<file path="src/rtl/exe_driver_if.sv">
// Command and result handshake bundle for exe_driver.
// The slave modport is the driver itself; the master modport is whoever feeds commands and consumes results.
interface exe_driver_if #(
    parameter int BITS = 8
);
    logic            i_cmd_valid;
    logic [BITS-1:0] i_cmd_a;
    logic [BITS-1:0] i_cmd_b;
    logic [1:0]      i_cmd_op;
    logic            o_cmd_ready;

    logic            o_res_valid;
    logic [BITS-1:0] o_res_data;
    logic [3:0]      o_res_status;
    logic [1:0]      o_res_op;
    logic            i_res_ready;

    modport slave (
        input  i_cmd_valid, i_cmd_a, i_cmd_b, i_cmd_op, i_res_ready,
        output o_cmd_ready, o_res_valid, o_res_data, o_res_status, o_res_op
    );

    modport master (
        output i_cmd_valid, i_cmd_a, i_cmd_b, i_cmd_op, i_res_ready,
        input  o_cmd_ready, o_res_valid, o_res_data, o_res_status, o_res_op
    );
endinterface

</file>
<file path="src/rtl/exe_driver.sv">
// Queues operand commands, drives them one at a time into a registered execution unit,
// and holds each returned result until the consumer takes it.
`ifndef ERROR_BIT
`define ERROR_BIT 3
`endif

module exe_driver #(
    parameter int BITS  = 8,
    parameter int DEPTH = 4
) (
    input  logic            i_clk,
    input  logic            i_rst,
    exe_driver_if.slave     bus,
    output logic [BITS-1:0] o_a,
    output logic [BITS-1:0] o_b,
    output logic [1:0]      o_op,
    input  logic [BITS-1:0] i_out,
    input  logic [3:0]      i_status,
    output logic            o_busy,
    output logic [7:0]      o_err_cnt,
    output logic [15:0]     o_done_cnt
);

    localparam int PTR_W   = $clog2(DEPTH);
    localparam int CNT_W   = $clog2(DEPTH + 1);
    localparam int ERR_BIT = `ERROR_BIT;

    typedef enum logic [1:0] {IDLE, ISSUE, WAIT, RESP} state_t;

    typedef struct packed {
        logic [1:0]      op;
        logic [BITS-1:0] b;
        logic [BITS-1:0] a;
    } cmd_t;

    state_t           state_q;
    state_t           state_d;
    cmd_t             mem [DEPTH];
    logic [PTR_W-1:0] wr_ptr;
    logic [PTR_W-1:0] rd_ptr;
    logic [CNT_W-1:0] count;
    logic             full;
    logic             empty;
    logic             push;
    logic             pop;
    logic             capture;
    logic             handoff;

    assign full            = (count == CNT_W'(DEPTH));
    assign empty           = (count == '0);
    assign bus.o_cmd_ready = !full;
    assign push            = bus.i_cmd_valid && !full;
    assign o_busy          = (state_q != IDLE);

    // NOTE: every output of this block gets a default first so no path leaves one unassigned,
    // which is what keeps synthesis from inferring latches.
    always_comb begin
        state_d = state_q;
        pop     = 1'b0;
        capture = 1'b0;
        handoff = 1'b0;
        case (state_q)
            IDLE: begin
                if (!empty) begin
                    pop     = 1'b1;
                    state_d = ISSUE;
                end
            end
            ISSUE: state_d = WAIT;
            WAIT: begin
                capture = 1'b1;
                state_d = RESP;
            end
            RESP: begin
                if (bus.i_res_ready) begin
                    handoff = 1'b1;
                    state_d = IDLE;
                end
            end
            default: state_d = IDLE;
        endcase
    end

    // NOTE: registers use non-blocking assignments so every flop samples pre-edge values,
    // independent of the order the always_ff blocks are evaluated in.
    always_ff @(posedge i_clk) begin
        if (!i_rst) state_q <= IDLE;
        else        state_q <= state_d;
    end

    always_ff @(posedge i_clk) begin
        if (!i_rst) begin
            wr_ptr <= '0;
            rd_ptr <= '0;
            count  <= '0;
        end else begin
            if (push) wr_ptr <= wr_ptr + PTR_W'(1);
            if (pop)  rd_ptr <= rd_ptr + PTR_W'(1);
            case ({push, pop})
                2'b10:   count <= count + CNT_W'(1);
                2'b01:   count <= count - CNT_W'(1);
                default: count <= count;
            endcase
        end
    end

    // NOTE: storage has no reset; an entry is only read after count says it was written,
    // so clearing it would cost a reset net per bit for nothing.
    always_ff @(posedge i_clk) begin
        if (i_rst && push) mem[wr_ptr] <= '{op: bus.i_cmd_op, b: bus.i_cmd_b, a: bus.i_cmd_a};
    end

    // Operands load only on a pop and otherwise keep the last issued command.
    always_ff @(posedge i_clk) begin
        if (!i_rst) begin
            o_a  <= '0;
            o_b  <= '0;
            o_op <= '0;
        end else if (pop) begin
            o_a  <= mem[rd_ptr].a;
            o_b  <= mem[rd_ptr].b;
            o_op <= mem[rd_ptr].op;
        end
    end

    always_ff @(posedge i_clk) begin
        if (!i_rst) begin
            bus.o_res_valid  <= 1'b0;
            bus.o_res_data   <= '0;
            bus.o_res_status <= '0;
            bus.o_res_op     <= '0;
        end else if (capture) begin
            bus.o_res_valid  <= 1'b1;
            bus.o_res_data   <= i_out;
            bus.o_res_status <= i_status;
            bus.o_res_op     <= o_op;
        end else if (handoff) begin
            bus.o_res_valid  <= 1'b0;
        end
    end

    // Error count saturates; done count wraps.
    always_ff @(posedge i_clk) begin
        if (!i_rst) begin
            o_err_cnt  <= '0;
            o_done_cnt <= '0;
        end else begin
            if (capture && i_status[ERR_BIT] && (o_err_cnt != 8'hFF)) o_err_cnt <= o_err_cnt + 8'd1;
            if (handoff) o_done_cnt <= o_done_cnt + 16'd1;
        end
    end

endmodule

</file>
<file path="src/flat_wrapper.sv">
// flat-port wrapper written by rule: the top's interface ports become plain ports
module exe_driver_flat 
#(
    parameter int BITS  = 8,
    parameter int DEPTH = 4
)
  (i_clk, i_rst, o_a, o_b, o_op, i_out, i_status, o_busy, o_err_cnt, o_done_cnt, bus_i_cmd_valid, bus_i_cmd_a, bus_i_cmd_b, bus_i_cmd_op, bus_i_res_ready, bus_o_cmd_ready, bus_o_res_valid, bus_o_res_data, bus_o_res_status, bus_o_res_op);
  exe_driver_if #(.BITS(BITS)) bus_i ();
  input  logic i_clk;
  input  logic i_rst;
  output logic [BITS-1:0] o_a;
  output logic [BITS-1:0] o_b;
  output logic [1:0] o_op;
  input  logic [BITS-1:0] i_out;
  input  logic [3:0] i_status;
  output logic o_busy;
  output logic [7:0] o_err_cnt;
  output logic [15:0] o_done_cnt;
  input wire logic [$bits(bus_i.i_cmd_valid)-1:0] bus_i_cmd_valid;
  input wire logic [$bits(bus_i.i_cmd_a)-1:0] bus_i_cmd_a;
  input wire logic [$bits(bus_i.i_cmd_b)-1:0] bus_i_cmd_b;
  input wire logic [$bits(bus_i.i_cmd_op)-1:0] bus_i_cmd_op;
  input wire logic [$bits(bus_i.i_res_ready)-1:0] bus_i_res_ready;
  output wire logic [$bits(bus_i.o_cmd_ready)-1:0] bus_o_cmd_ready;
  output wire logic [$bits(bus_i.o_res_valid)-1:0] bus_o_res_valid;
  output wire logic [$bits(bus_i.o_res_data)-1:0] bus_o_res_data;
  output wire logic [$bits(bus_i.o_res_status)-1:0] bus_o_res_status;
  output wire logic [$bits(bus_i.o_res_op)-1:0] bus_o_res_op;
  assign bus_i.i_cmd_valid = bus_i_cmd_valid;
  assign bus_i.i_cmd_a = bus_i_cmd_a;
  assign bus_i.i_cmd_b = bus_i_cmd_b;
  assign bus_i.i_cmd_op = bus_i_cmd_op;
  assign bus_i.i_res_ready = bus_i_res_ready;
  assign bus_o_cmd_ready = bus_i.o_cmd_ready;
  assign bus_o_res_valid = bus_i.o_res_valid;
  assign bus_o_res_data = bus_i.o_res_data;
  assign bus_o_res_status = bus_i.o_res_status;
  assign bus_o_res_op = bus_i.o_res_op;
  exe_driver #(.BITS(BITS), .DEPTH(DEPTH)) u_core (.i_clk(i_clk), .i_rst(i_rst), .bus(bus_i), .o_a(o_a), .o_b(o_b), .o_op(o_op), .i_out(i_out), .i_status(i_status), .o_busy(o_busy), .o_err_cnt(o_err_cnt), .o_done_cnt(o_done_cnt));
endmodule
</file>
<file path="config.mk">
export PLATFORM = sky130hd
export DESIGN_NAME = exe_driver_flat
export DESIGN_NICKNAME = d
export VERILOG_FILES = /design/src/rtl/exe_driver_if.sv /design/src/rtl/exe_driver.sv /design/src/flat_wrapper.sv
export SDC_FILE = /design/constraint.sdc
export NUM_CORES = 1
export LEC_CHECK = 0
export ABC_AREA = 0
export CORE_MARGIN = 2
export CORE_UTILIZATION = 35
export DETAILED_ROUTE_END_ITERATION = 6
export PLACE_DENSITY_LB_ADDON = 0.12
export SLEW_MARGIN = 25
export SYNTH_ARGS = -nofsm -noshare
export SYNTH_HDL_FRONTEND = slang
export SYNTH_SLANG_ARGS = --single-unit
</file>
<file path="constraint.sdc">
create_clock -name i_clk -period 3.85 [get_ports i_clk]
set_input_delay 0.5775 -clock i_clk [delete_from_list [all_inputs] [get_ports i_clk]]
set_output_delay 0.5775 -clock i_clk [all_outputs]
set_load 0.02 [all_outputs]
</file>
==> parameters.txt <==
Parameter                              Value

GRT
  Wire length of the first global-routing pass    roughly 18,000 um
  Met3 track demand over resource in global routing    approximately 4.6%
  Global-route total usage across every layer    about 14%
  Number of global-route vias before repair    3,462
  Total grt overflow    0
  Most heavily used metal layer in global routing    met2
  Met1 capacity usage during global routing    between 10% and 20%
  Initial antenna violation count    0
  Maximum number of pins on one net before global-route repair    59
  Fraction of met2 tracks used by global routing    about a quarter

Synthesis
  Number of different library cells in the post-synthesis netlist    46
  Sequential-to-total area share from yosys stat    around 64%
  Post-synthesis net count    460
  Post-synthesis area per instance    between 10 and 15 um2
  Mapped Cells    414
  Warnings from Yosys    0
  Netlist area before placement    ~0.0054 mm2
  Register bit total from synthesis    between 100 and 150

Cells and area
  Synth-to-layout area growth    30.4%
  Area of the multi-input gates    0.00181 mm2
  Fraction of layout cells with a size suffix above 1    13.1%
  Area taken by flip-flops and latches    between 0.003 and 0.004 mm2
  Most common library cell in the layout ignoring fill and taps    clkdlybuf4s50_1
  Post-layout net count    560
  Commonest cells after routing, fill and taps aside    clkdlybuf4s50_1 (92), edfxtp_1 (72), dfxtp_1 (65)
  # diodes    0
  Filler cell count    about 1,400

Setup path
  Kind of end point of the critical path    register
  Series of cell instances along the critical path    inv_1, ha_1, nand2b_1, buf_4, inv_2, ha_1, inv_1, fa_1, xor2_1, or3_1, a21oi_1
  Critical path peak fanout    21
  Crit-path slowest cell    fa_1
  Number of buffer and inverter instances along the worst setup path    4
  CP required    between 4 and 5 ns
  CP Launch Type    register
  Crit Path Class    reg -> reg
  Data arrival, critical path    roughly 3 ns
  Cell family with most CP delay    adder cells
  Slowest stage delay, CP    0.37 ns

Floorplanning
  Cell row count    between 40 and 50
  Area of the core region    between 0.015 and 0.02 mm2
  I/O pins    between 90 and 100
  Full die area    around 0.017 mm2
  Initial core utilization    around 36%
  Die Span X    129 um
  Chip height    between 100 and 150 um

Timing
  Unrepaired setup endpoints after global routing    no
  Final setup violation count    0
  Transition time at the pin with the least slew margin    between 0.6 and 0.7 ns
  Rel. slew slack    a little under three fifths
  Post-route worst setup slack    1.21 ns
  Peak clock frequency supported by timing    between 300 and 400 MHz
  Clock skew    around 0.0074 ns
  Period utilisation layout    68.6%
  Final Hold Violating Endpoints    0
  Minimum clock period after layout    around 2.6 ns
  Setup TNS Final    0 ns
  Count of pins over their slew limit    0

Power and ir drop
  Max rail drop VDD    around 0.00032 V
  Power density over cell area    around 630 mW/mm2
  Leakage    about 2.4 nW

Clocking
  CTS H-tree lvls    4
  Hold_buf cts    0
  Clock latency at the later pin of the worst-skew pair    0.42 ns
  Post-CTS Setup Bufs    0
  Cts bufs inserted    17
  Root buffer selected by CTS    clkbuf_16
  Number of gates given a new drive strength after cts    0
  CTS tree    yes
  Clock Sink Count    between 100 and 150
  Post-CTS clock slew at the launch and capture registers of the worst setup and hold paths    0.06 ns
  Maximum count of clock buffers along a single path    2

Routing
  Vias    between 3,000 and 4,000
  Residual DRC    0
  Vias per inst    4.83
  Detailed-router iteration count before antenna repair    6
  WL final    ~11,000 um
  Avg WL per Cell    about 16 um
  Number of antenna-violating nets in the routed design    0
  First DRT Iteration DRCs    159

Placement
  Placed wire-length estimate after detailed placement    about 7000 um
  Final weighted congestion in routability-driven placement    0.707
  Post-Place Worst Slack    around 1.2 ns
  Port buffer count    a little over 90

Flow run
  Max-cap check violation count    0

Min path
  Worst min-delay path category    reg -> reg

Outcome
  Run status    finished clean
==> Yosys cell counts (all sizes together) <==
library cell	count	area share [%]
fa	1	0.37
mux4	18	7.4
nand2b	4	0.46
mux2i	16	2.9
and2b	1	0.14
and4	2	0.32
inv	13	0.90
nand3	10	1.1
xnor2	10	1.6
nor3	7	0.73
a211oi	3	0.41
and3	6	0.69
nor4	4	0.96
ha	11	2.5
nor2b	1	0.11
nand2	53	3.7
a21o	1	0.14
nand4	5	0.96
o21ai	6	0.55
and2	2	0.23
clkbuf	4	0.28
nor2	40	2.8
o211a	1	0.18
clkinv	1	0.16
or3	1	0.11
a31o	1	0.16
buf	14	1.5
edfxtp	72	40
a31oi	2	0.23
xor2	8	1.3
or3b	1	0.16
a21oi	27	2.6
nand3b	2	0.28
dfxtp	66	24
==> area by class of cell <==
cell class / instances / area share, %
repair buffers: 99 / 13.7
well taps: 188 / 3.31
multi-input cells: 244 / 25.5
inverters: 14 / 0.845
clock buffers: 20 / 6.15
clock inverters: 12 / 1.46
flip-flops and latches: 138 / 49.0
==> per-layer routing <==
metal / vias to the layer above / share of wire [%] / wire length (um)
met2: 78 / 50 / 5510
met4: 0 / 0.96 / 107
li1: 1685 / - / -
met3: 9 / 4.9 / 540
met1: 1678 / 44 / 4930
met5: - / 0 / 0
==> sequential cells by signal (all words and copies together) (netlist names) <==
signal,cells
u_core.wr_ptr,2
u_core.o_b,8
u_core.bus.o_res_valid,1
u_core.o_done_cnt,16
u_core.o_op,2
u_core.bus.o_res_op,2
u_core.state_q,2
u_core.count,3
u_core.o_err_cnt,8
u_core.bus.o_res_data,8
u_core.rd_ptr,2
u_core.bus.o_res_status,4
u_core.mem,72
u_core.o_a,8
==> path summary, 6_finish.rpt <==
check | from | endpoint | slack (ns) | cells past startpoint
worst max-delay path | u_core.state_q[0] | u_core.count[2] | 1.21 | 11
worst min-delay path | u_core.o_b[0] | u_core.o_b[0] | 0.46 | 2
worst max register to register | u_core.state_q[0] | u_core.count[2] | 1.21 | 11
worst min register to register | u_core.o_b[0] | u_core.o_b[0] | 0.46 | 2
==> worst register-to-register path: stages, from the launching register on <==
cell      delay (ns)
dfxtp_1         0.33
inv_1           0.11
ha_1            0.23
nand2b_1        0.08
buf_4           0.21
inv_2           0.33
ha_1            0.27
inv_1           0.06
fa_1            0.37
xor2_1          0.16
or3_1           0.30
a21oi_1         0.13
==> metrics by stage <==
step           total power, mW  utilization (%)  instances  instance area (um2)  hold WS (ns)
6_report                  4.48             46.7        715                 7100         0.460
5_1_grt                   4.73             46.7        715                 7100         0.483
4_1_cts                   4.55             46.7        715                 7100         0.461
3_5_place_dp              3.05             43.2        683                 6560         0.454
3_3_place_gp              3.03             43.2        683                 6560         0.443
2_1_floorplan             2.61                -        414                 5450         0.477
==> cells by family after synthesis <==
group / synth area share [%]
simple gates: 12.8
fa+ha+maj: 2.89
xor+xnor: 2.89
flops: 63.9
mux: 10.4
compound gates: 4.30
buf+inv: 2.82
==> power by group <==
group / internal (mW) / leakage, nW / switching, mW
clock: 0.882 / 0.260 / 0.602
sequential: 1.74 / 1.19 / 0.142
combinational: 0.520 / 0.995 / 0.592
(Power assumes the default switching activity.)
